**src/rtl/nios_avalon_st_error_expander.sv**
```systemverilog
// nios_avalon_st_error_expander
//   Avalon-ST pass-through stage that widens the single per-beat error bit
//   into a 6-bit error vector carrying framing and size diagnostics. A
//   two-entry skid (output register + skid register) keeps every output
//   registered and takes out_ready off the in_ready path.
//
//   out_error bits:
//     [0] in_error of this beat
//     [1] sticky OR of in_error over the current packet, this beat included
//     [2] missing SOP (beat arrived while no packet was open)
//     [3] missing EOP (SOP arrived while a packet was still open)
//     [4] oversize (beat count within the packet exceeds MAX_BEATS)
//     [5] bad empty (non-zero empty on a beat that is not EOP)
//
// Ports
//   clk, reset                     clock, synchronous active-high reset
//   in_ready/in_valid/in_data/in_error/in_startofpacket/in_endofpacket/
//   in_empty                       Avalon-ST sink
//   out_ready/out_valid/out_data/out_error/out_startofpacket/
//   out_endofpacket/out_empty      Avalon-ST source
//
// Framing FSM
//   state  | meaning
//   IDLE   | no packet open; the next beat starts a packet
//   IN_PKT | packet open; waiting for EOP
module nios_avalon_st_error_expander #(
  parameter int MAX_BEATS = 256
) (
  input  logic        clk,
  input  logic        reset,
  output logic        in_ready,
  input  logic        in_valid,
  input  logic [31:0] in_data,
  input  logic        in_error,
  input  logic        in_startofpacket,
  input  logic        in_endofpacket,
  input  logic [1:0]  in_empty,
  input  logic        out_ready,
  output logic        out_valid,
  output logic [31:0] out_data,
  output logic [5:0]  out_error,
  output logic        out_startofpacket,
  output logic        out_endofpacket,
  output logic [1:0]  out_empty
);

  typedef enum logic {IDLE, IN_PKT} state_t;

  localparam logic [15:0] MAX_B = 16'(MAX_BEATS);

  // Stored beat layout: {error[5:0], sop, eop, empty[1:0], data[31:0]}
  localparam int BW = 42;

  state_t          state, state_next;
  logic [15:0]     count, count_next;
  logic            sticky, sticky_next;
  logic [5:0]      err_new;
  logic            pkt_start;

  logic            accept;
  logic            load_out;
  logic            skid_valid, skid_valid_next;
  logic [BW-1:0]   in_beat, out_beat, skid_beat;

  assign accept   = in_valid && in_ready;
  // Output register may take a new beat when empty or draining this cycle.
  assign load_out = !out_valid || out_ready;

  // Framing, counter and sticky evaluation; only accepted beats move state.
  always_comb begin
    state_next  = state;
    count_next  = count;
    sticky_next = sticky;
    err_new     = '0;
    pkt_start   = (state == IDLE) || in_startofpacket;
    if (accept) begin
      if (pkt_start) begin
        count_next  = 16'd1;
        sticky_next = in_error;
      end else begin
        count_next  = (count == 16'hFFFF) ? count : count + 16'd1;
        sticky_next = sticky | in_error;
      end
      err_new[0] = in_error;
      err_new[1] = sticky_next;
      err_new[2] = (state == IDLE) && !in_startofpacket;
      err_new[3] = (state == IN_PKT) && in_startofpacket;
      err_new[4] = count_next > MAX_B;
      err_new[5] = (in_empty != 2'd0) && !in_endofpacket;
      // Every start/continue case collapses to: EOP closes, otherwise open.
      state_next = in_endofpacket ? IDLE : IN_PKT;
    end
  end

  always_ff @(posedge clk) begin
    if (reset) begin
      state  <= IDLE;
      count  <= '0;
      sticky <= 1'b0;
    end else begin
      state  <= state_next;
      count  <= count_next;
      sticky <= sticky_next;
    end
  end

  assign in_beat = {err_new, in_startofpacket, in_endofpacket, in_empty, in_data};

  // Skid never holds a beat across a cycle where the output register loads,
  // because in_ready is low whenever the skid is occupied.
  assign skid_valid_next = load_out ? 1'b0 : (skid_valid | accept);

  always_ff @(posedge clk) begin
    if (reset) begin
      out_valid  <= 1'b0;
      out_beat   <= '0;
      skid_valid <= 1'b0;
      skid_beat  <= '0;
      in_ready   <= 1'b0;
    end else begin
      if (load_out) begin
        if (skid_valid) begin
          out_beat  <= skid_beat;
          out_valid <= 1'b1;
        end else if (accept) begin
          out_beat  <= in_beat;
          out_valid <= 1'b1;
        end else begin
          out_valid <= 1'b0;
        end
      end else if (accept) begin
        skid_beat <= in_beat;
      end
      skid_valid <= skid_valid_next;
      in_ready   <= !skid_valid_next;
    end
  end

  assign out_error         = out_beat[41:36];
  assign out_startofpacket = out_beat[35];
  assign out_endofpacket   = out_beat[34];
  assign out_empty         = out_beat[33:32];
  assign out_data          = out_beat[31:0];

endmodule

```
**config.mk**
```make
export PLATFORM = sky130hd
export DESIGN_NAME = nios_avalon_st_error_expander
export DESIGN_NICKNAME = d
export VERILOG_FILES = /design/src/rtl/nios_avalon_st_error_expander.sv
export SDC_FILE = /design/constraint.sdc
export NUM_CORES = 1
export LEC_CHECK = 0
export ABC_AREA = 1
export CAP_MARGIN = 15
export CORE_ASPECT_RATIO = 1.4
export CORE_MARGIN = 1.5
export CORE_UTILIZATION = 49
export CTS_BUF_LIST = sky130_fd_sc_hd__clkbuf_4
export DETAILED_ROUTE_END_ITERATION = 8
export GPL_ROUTABILITY_DRIVEN = 0
export GPL_TIMING_DRIVEN = 0
export PLACE_DENSITY = 0.79
export SKIP_LAST_GASP = 1
export SYNTH_ARGS = -nofsm -noshare
export SYNTH_HDL_FRONTEND = slang
export SYNTH_SLANG_ARGS = --single-unit
```
**constraint.sdc**
```tcl
create_clock -name clk -period 1.9 [get_ports clk]
set_input_delay 0.19 -clock clk [delete_from_list [all_inputs] [get_ports clk]]
set_output_delay 0.19 -clock clk [all_outputs]
set_load 0.005 [all_outputs]
```
## After elaboration in Yosys (flattened, before gate mapping)

Cells that the tools add are included.

| cells by class | value |
|---|---|
| add/subtract/negate cells | 1 |
| $mul | 0 |
| div/mod/pow operators | 0 |
| order comparisons | 1 |
| equal/unequal tests | 1 |
| shift operators | 0 |
| mux-type cells | 10 |
| bitwise gates (word level) | 4 |
| reductions and logical operators | 14 |

Operator list:

| operator | count |
|---|---|
| $mux W42 | 2 |
| $mux W16 | 3 |
| $add A16 B1 Y16 const B | 1 |
| $eq A16 B16 Y1 const B | 1 |
| $gt A16 B9 Y1 const B | 1 |
| $mux W1 | 5 |
| $logic_and A1 B1 Y1 | 4 |
| $logic_not A1 Y1 | 4 |
| $reduce_and A2 Y1 | 2 |
| $reduce_bool A2 Y1 | 2 |
| $logic_or A1 B1 Y1 | 2 |
| $not A1 Y1 | 2 |
| $or A1 B1 Y1 | 2 |

| word-level totals | value |
|---|---|
| flip-flop bits (word level) | 105 |
| bits in latches | 0 |
| memory bits (writable) | 0 |
| memory bits (read-only) | 0 |
| bits of input ports | 41 |
| output and inout port bits | 44 |
| logic and storage cells | 39 |
| memories | 0 |

## Depth between registers and ports, before layout

Gate-level depths: netlist of the first run.

| depth | value |
|---|---|
| depth after elaboration | 7 |
| mapped depth | 15 |
| mapped depth without buffers | 15 |

## Worst setup path after synthesis of the first run

OpenSTA, ideal clock, no wires.

| path | value |
|---|---|
| kind | register -> register |
| start point | register count[0] |
| end point | register out_beat[40] |
| library setup time | 0.131 ns |
| arrival | 1.670 ns |
| data required time | 1.769 ns |
| setup slack | 0.100 ns |
| stages on the path, launching flop included | 15 |
| buffers on the path | 0 |
| period minus slack after synthesis | 1.800 ns |
| cell sequence | dfxtp_1 ha_1 inv_2 nor2_4 nand2_4 nor2_8 nor2_1 nor2_2 nand3_1 nor2_1 nand2_1 nand2_2 nand3_1 nand2_1 a21oi_2 |

| on the way | value |
|---|---|
| longest elaborated chain between the ends | 7 |

Ends and longest elaborated chain:

| element | RTL line | source |
|---|---|---|
| start: declaration | 55 | `logic [15:0] count, count_next;` |
| start signal: assignment | 102 | `count <= count_next;` |
| $add A16 B1 Y16 or $eq A16 B16 Y1 (tied branches) | 81 | `count_next = (count == 16'hFFFF) ? count : count + 16'd1;` |
| $mux W16 * | 81 |  |
| $mux W16 * | 77 | `if (pkt_start) begin` |
| $mux W16 * | 76 | `if (accept) begin` |
| $gt A16 B9 Y1 * | 88 | `err_new[4] = count_next > MAX_B;` |
| $mux W42 * | 125 | `end else if (accept) begin` |
| $mux W42 * | 122 | `if (skid_valid) begin` |
| end signal: assignment | 123 | `out_beat <= skid_beat;` |
| end signal: assignment | 126 | `out_beat <= in_beat;` |
| end: declaration | 63 | `logic [BW-1:0] in_beat, out_beat, skid_beat;` |

Every way passes the cells marked *; elsewhere a longest branch is shown, timed or not. The select of a mux whose other input is x is not followed.
A chain may end at the register's enable or synchronous reset.

## Worst setup path after layout of the first run

| path | value |
|---|---|
| start point | register count[1] |
| end point | register out_beat[40] |

The elaborated chain is that of the path after synthesis.

==> impl_metrics.toml, run 1 <==
[outcome]
status = "complete, no violations"

[clocking]
cts_tree = "yes"
clk_latency_ps = 470
hold_buffers = 0
path_clk_slew_ps = 160
clock-root-buffer = "clkbuf_4"
cts_buffer_depth = 2
cts_buffers = 9
htreeDepth = 3
clock-sinks = 105

[sta]
finalCritPeriodShare_pct = 96.69
skew_ps = 14.39
hold_violations = 0
worstMarginPinSlew_ps = 509.8
relSlewSlack_pct = 66.01
setup_viol = 0
rsz0062_at_grt = "yes"
fmax_ghz = 0.5444
slew_violations = 0
setup_tns_ps = 0
period_needed_ps = 1837
setup_slack_ps = 62.96

[synthesis]
yosysSeqAreaShare_pct = 45.54
synth_edf_count = 0
synth_seq_cells = 105
syn_inst = 636
synth_area_leader_cell = "dfxtp_1"
syn_area_per_cell_um2 = 7.257
async_reset_ff_share_pct = 0
ys_types = 33
yosys_most_used_dff = "dfxtp_1"
yosysTopAreaCellShare_pct = 45.54
ys_warn_count = 0
synth_area_leaders = "dfxtp_1, nand2_1, o21ai_0"
synthesis.nets = 678
synthesis.area_um2 = 4616

[min_path]
hold_end = "out_beat[21]"
hp-class = "input port to flop"
hp-start = "in_data[21]"
holdPathStages = 3

[routing]
drc = 0
dr_total_vias = 4732
first_pass_iters = 5
wirelength_um = 12890
vias_per_cell = 5.547
final_antenna_net_count = 0
dr.first_iter.drc_count = 348
wl_per_cell_um = 15.11

[final_layout]
syn_to_final_growth_pct = 26.46
drive_gt1_share_pct = 10.32
seq_area_um2 = 2116
utilization_pct = 64.28
instances_no_fill = 853
multiInputGateArea_um2 = 2217
nets = 783
diodes = 0
final_common_cell = "nand2_1"
fillers = 808
layout_common_cells = "nand2_1, dfxtp_1, nor2_1, o21ai_0, clkdlybuf4s50_1"

[grt]
antenna_found_initial = 0
overflow = 0
grt_usage_pct = 25.93
grt_pass1_wl_um = 21050
grt_max_degree = 18
first_global_vias = 4607

[placed_design]
pre_cts_ws_ps = -520.6
dp_hpwl_um = 9215
port_buffers = 84
dp.cells = 827

[worst_setup_path]
timing.rr.end = "out_beat[40]"
rrSetupSlack_ps = 60
reg2reg_from = "count[1]"
worstSetupEndpointType = "flop"
crit_path_max_fanout = 6
cp.arrival_ps = 2200
cp_data_required_time_ps = 2260
critPathKind = "flop to flop"
reg2regPathDepth = 13
startpoint_type = "flop"
critical_path.startpoint = "count[1]"

[power]
finalPower_uw = 4022
power_switching_uw = 1111
sw_frac_of_total_pct = 27.62
combPwrFrac_pct = 14.7
power_frac_clock_pct = 25.9
seqPwrFrac_pct = 59.4
intPower_uw = 2911
power.density_nw_per_um2 = 689.2
irDropWorstVdd_uv = 629.9
p_leak_uw = 0.002426

[floorplan]
core_area_um2 = 9080
die_x_um = 85.03
initial_utilization_pct = 50.83
fp-row-count = 41
ios = 85
die_y_um = 117.8
die-area_um2 = 10020

[flow_run]
maxCapViolations = 0
-- flip-flops by register name, indices dropped and copies added, names as in the netlist --
| signal | cells |
|---|---|
| skid_valid | 1 |
| skid_beat | 42 |
| state | 1 |
| out_beat | 42 |
| in_ready | 1 |
| out_valid | 1 |
| sticky | 1 |
| count | 16 |
-- power by group through the flow --
stage | Sequential, uW | Clock, uW | Combinational, uW
after detailed placement | 2430 | 0 | 570
final | 2390 | 1040 | 592
after global routing | 2400 | 1120 | 649
after floorplan | 2420 | 0 | 253
after global placement | 2430 | 0 | 556
after CTS | 2390 | 1050 | 575
-- Yosys cell counts, drive strengths merged (2+ instances only) --
master and n:
nand4 5, nor2 109, a31oi 41, nand2 138, buf 2, nand3 23, nand3b 2, a211oi 3
o21ai 104, inv 32, dfxtp 105, xnor2 2, a21oi 26, clkbuf 37
-- cell families (layout without fill, tap and decap cells) --
group           count (synthesis)  after routing  synth area share [%]
simple gates                  279            280                 25.86
compound gates                175            175                 20.49
flops                         105            105                 45.54
buf+inv                        73            182                 7.265
xor+xnor                        3              3                0.5694
fa+ha+maj                       1              1                0.2710
-- metal layers --
layer  up-vias  global-route usage [%]  routed length (um)
met3        24                   4.418                 725
met1      2210                   28.48                5027
li1       2328                       -                   -
met2       170                   47.22                6868
met4         0                   12.50                 269
met5         -                       0                   0
-- stage by stage --
stage / hold slack (ps) / instance area, um2
3_3_place_gp: 451.5 / 5590
3_5_place_dp: 459.6 / 5590
5_1_grt: 323.8 / 5837
4_1_cts: 295.0 / 5736
2_1_floorplan: 280.0 / 4616
6_report: 300.4 / 5837
-- cell type report --
class | count | area share, %
Timing Repair Buffer | 93 | 15.56
Multi-Input combinational cell | 459 | 37.99
Clock inverter | 6 | 0.7288
Inverter | 33 | 2.122
Tap cell | 107 | 2.294
Clock buffer | 10 | 1.286
Buffer | 40 | 3.773
Sequential cell | 105 | 36.25
-- worst max-delay path: stages (launching register included) --
cell     delay (ps)
dfxtp_4         400
ha_4            180
inv_2            60
nor2_4           40
nand2_4         120
inv_2            80
nand2_2         120
nand3_1         100
nand2_1         110
nand3_1         110
nor2_2          180
nand3_1         100
nand2_1          80
a21oi_2          50
-- how the worst max path moves through the flow --
stage	endpoint	slack (ps)	depth (start not counted)
after floorplan	out_beat[40]	100	14
after global placement	skid_beat[37]	-380	8
after detailed placement	skid_beat[29]	-520	8
after CTS	out_beat[40]	2	13
after global routing	out_beat[40]	-60	12
final	out_beat[40]	60	13
-- what timing repair did --
action,in CTS,in global routing
setup buffers,0,9
setup endpoints to repair,42,78
gates resized for setup,9,23
pin swaps,0,5
gates cloned,0,1
Power figures use the tool's default switching activity.
==> inputs of run 2 (changes only) <==
HOLD_SLACK_MARGIN = 0.02   (was default)
==> results of run 2 <==
No change in the layout: final DEF, timing and power equal those of run 1.
==> inputs of run 3 (changes only) <==
CORE_UTILIZATION = 58   (was 49)
PLACE_DENSITY = 0.87   (was 0.79)
clock period = 2.3 ns   (was 1.9 ns; I/O delays follow)
==> impl_metrics.toml, run 3 (synthesized netlist as in run 1, its figures left out) <==
[floorplan]
die-area_um2 = 8510
initial_utilization_pct = 59.56
die_y_um = 108.6
die_x_um = 78.40
fp-row-count = 38
ios = 85
core_area_um2 = 7750

[sta]
relSlewSlack_pct = 64.65
period_needed_ps = 2070
setup_viol = 0
slew_violations = 0
skew_ps = 16.34
hold_violations = 0
rsz0062_at_grt = "no"
finalCritPeriodShare_pct = 90.02
setup_slack_ps = 229.7
fmax_ghz = 0.4830
setup_tns_ps = 0
worstMarginPinSlew_ps = 530.3
whs_ps = 367.6

[clocking]
cts_buffer_depth = 2
htreeDepth = 3
cts_buffers = 9
clk_latency_ps = 450
clock-root-buffer = "clkbuf_4"
cts_tree = "yes"
path_clk_slew_ps = 160
clock-sinks = 105

[worst_setup_path]
crit_family = "simple AND/OR/NAND/NOR gates"
reg2reg_from = "count[1]"
worstSetupEndpointType = "flop"
cp_slowest_cell = "dfxtp_1"
cp.arrival_ps = 2390
crit_cells = 14
cpPeakStageDelay_ps = 440
crit_path_max_fanout = 6
cp-endpoint = "out_beat[40]"
timing.rr.end = "out_beat[40]"
path_buf_inv = 1
startpoint_type = "flop"
cp_data_required_time_ps = 2620
rrSetupSlack_ps = 230
critPathKind = "flop to flop"
reg2regPathDepth = 14
worstPathCellList = "ha_2 -> inv_2 -> nor2_4 -> nand2_4 -> nor2_8 -> nor2_1 -> nor2_2 -> nand3_1 -> nor2_1 -> nand2_1 -> nand2_2 -> nand3_1 -> nand2_1 -> a21oi_2"
critical_path.startpoint = "count[1]"

[routing]
dr.first_iter.drc_count = 302
vias_per_cell = 5.817
wirelength_um = 13180
drc = 0
wl_per_cell_um = 15.80
final_antenna_net_count = 0
first_pass_iters = 7
dr_total_vias = 4851

[grt]
grt_pass1_wl_um = 21540
first_global_vias = 4783
grt_usage_pct = 32.08
grt_max_degree = 17
overflow = 0
antenna_found_initial = 0

[power]
power_switching_uw = 900.0
power_frac_clock_pct = 29.7
sw_frac_of_total_pct = 25.77
finalPower_uw = 3492
p_leak_uw = 0.002369
power.density_nw_per_um2 = 608.7
combPwrFrac_pct = 13.8
seqPwrFrac_pct = 56.6
irDropWorstVdd_uv = 406.2
intPower_uw = 2592

[final_layout]
layout_common_cells = "nand2_1, dfxtp_1, nor2_1, o21ai_0, clkdlybuf4s50_1"
syn_to_final_growth_pct = 24.29
instances_no_fill = 834
drive_gt1_share_pct = 6.676
reg.largest.list = "out_beat (42), skid_beat (42), count (16)"
final_common_cell = "nand2_1"
nets = 773
diodes = 0

[placed_design]
dp.cells = 820
port_buffers = 84
dp_hpwl_um = 9620
pre_cts_ws_ps = -99.80

[outcome]
status = "complete, no violations"

[min_path]
hp-class = "input port to flop"

[flow_run]
maxCapViolations = 0
## run 3: changes by cell type in the layout (fill, tap and decap cells not counted), moves of 4 or more
| cell | previous run | this run |
|---|---|---|
| clkbuf_2 | 7 | 0 |
| dfxtp_2 | 5 | 1 |
| dfxtp_1 | 98 | 104 |
| clkbuf_1 | 27 | 34 |
| buf_4 | 9 | 0 |
## run 3: how the worst min path moves through the flow
| stage | from | endpoint | cells after the start |
|---|---|---|---|
| 6_report | in_data[21] | out_beat[21] | 3 |
| 5_1_grt | in_data[30] | out_beat[30] | 3 |
| 4_1_cts | in_data[21] | out_beat[21] | 3 |
| 3_5_place_dp | skid_beat[39] | skid_beat[39] | 2 |
| 3_3_place_gp | skid_beat[39] | skid_beat[39] | 2 |
| 2_1_floorplan | in_endofpacket | state | 1 |
## run 3: cell type report
| type | instances | area (um2) |
|---|---|---|
| Sequential cell | 105 | 2103 |
| Clock inverter | 5 | 81.33 |
| Clock buffer | 9 | 67.56 |
| Multi-Input combinational cell | 458 | 2183 |
| Buffer | 40 | 211.5 |
| Timing Repair Buffer | 84 | 840.8 |
| Tap cell | 100 | 125.1 |
| Fill cell | 627 | 2013 |
| Inverter | 33 | 123.9 |
## run 3: metrics by stage
stage	util (%)	instance area (um2)
3_5_place_dp	72.02	5582
2_1_floorplan	-	4616
3_3_place_gp	72.02	5582
5_1_grt	74.02	5737
4_1_cts	73.94	5731
6_report	74.02	5737
## run 3: layer usage
layer	GRT usage, %	up-vias	wire, um
met5	0	-	0
met4	18.62	0	446
met3	4.641	42	643
met2	58.63	196	6960
met1	34.96	2296	5125
li1	-	2317	-
## run 3: power groups by stage
| stage | Clock (uW) | Sequential, uW | Combinational, uW |
|---|---|---|---|
| after floorplan | 0 | 2000 | 209 |
| after global placement | 0 | 2010 | 456 |
| after detailed placement | 0 | 2010 | 474 |
| after CTS | 1040 | 1970 | 477 |
| after global routing | 1110 | 1980 | 527 |
| final | 1040 | 1970 | 481 |
## run 3: worst register-to-register path: cells and delay by family, from the launching register on
kind            cells  cell delay, ps
compound gates      1              50
fa+ha+maj           1             290
buf+inv             1              60
flops               1             440
simple gates       11            1100
## run 3: repair_timing
action	CTS	global route
gates resized for setup	0	3
hold buffers	0	0
setup buffers	0	0
setup endpoints to repair	0	6
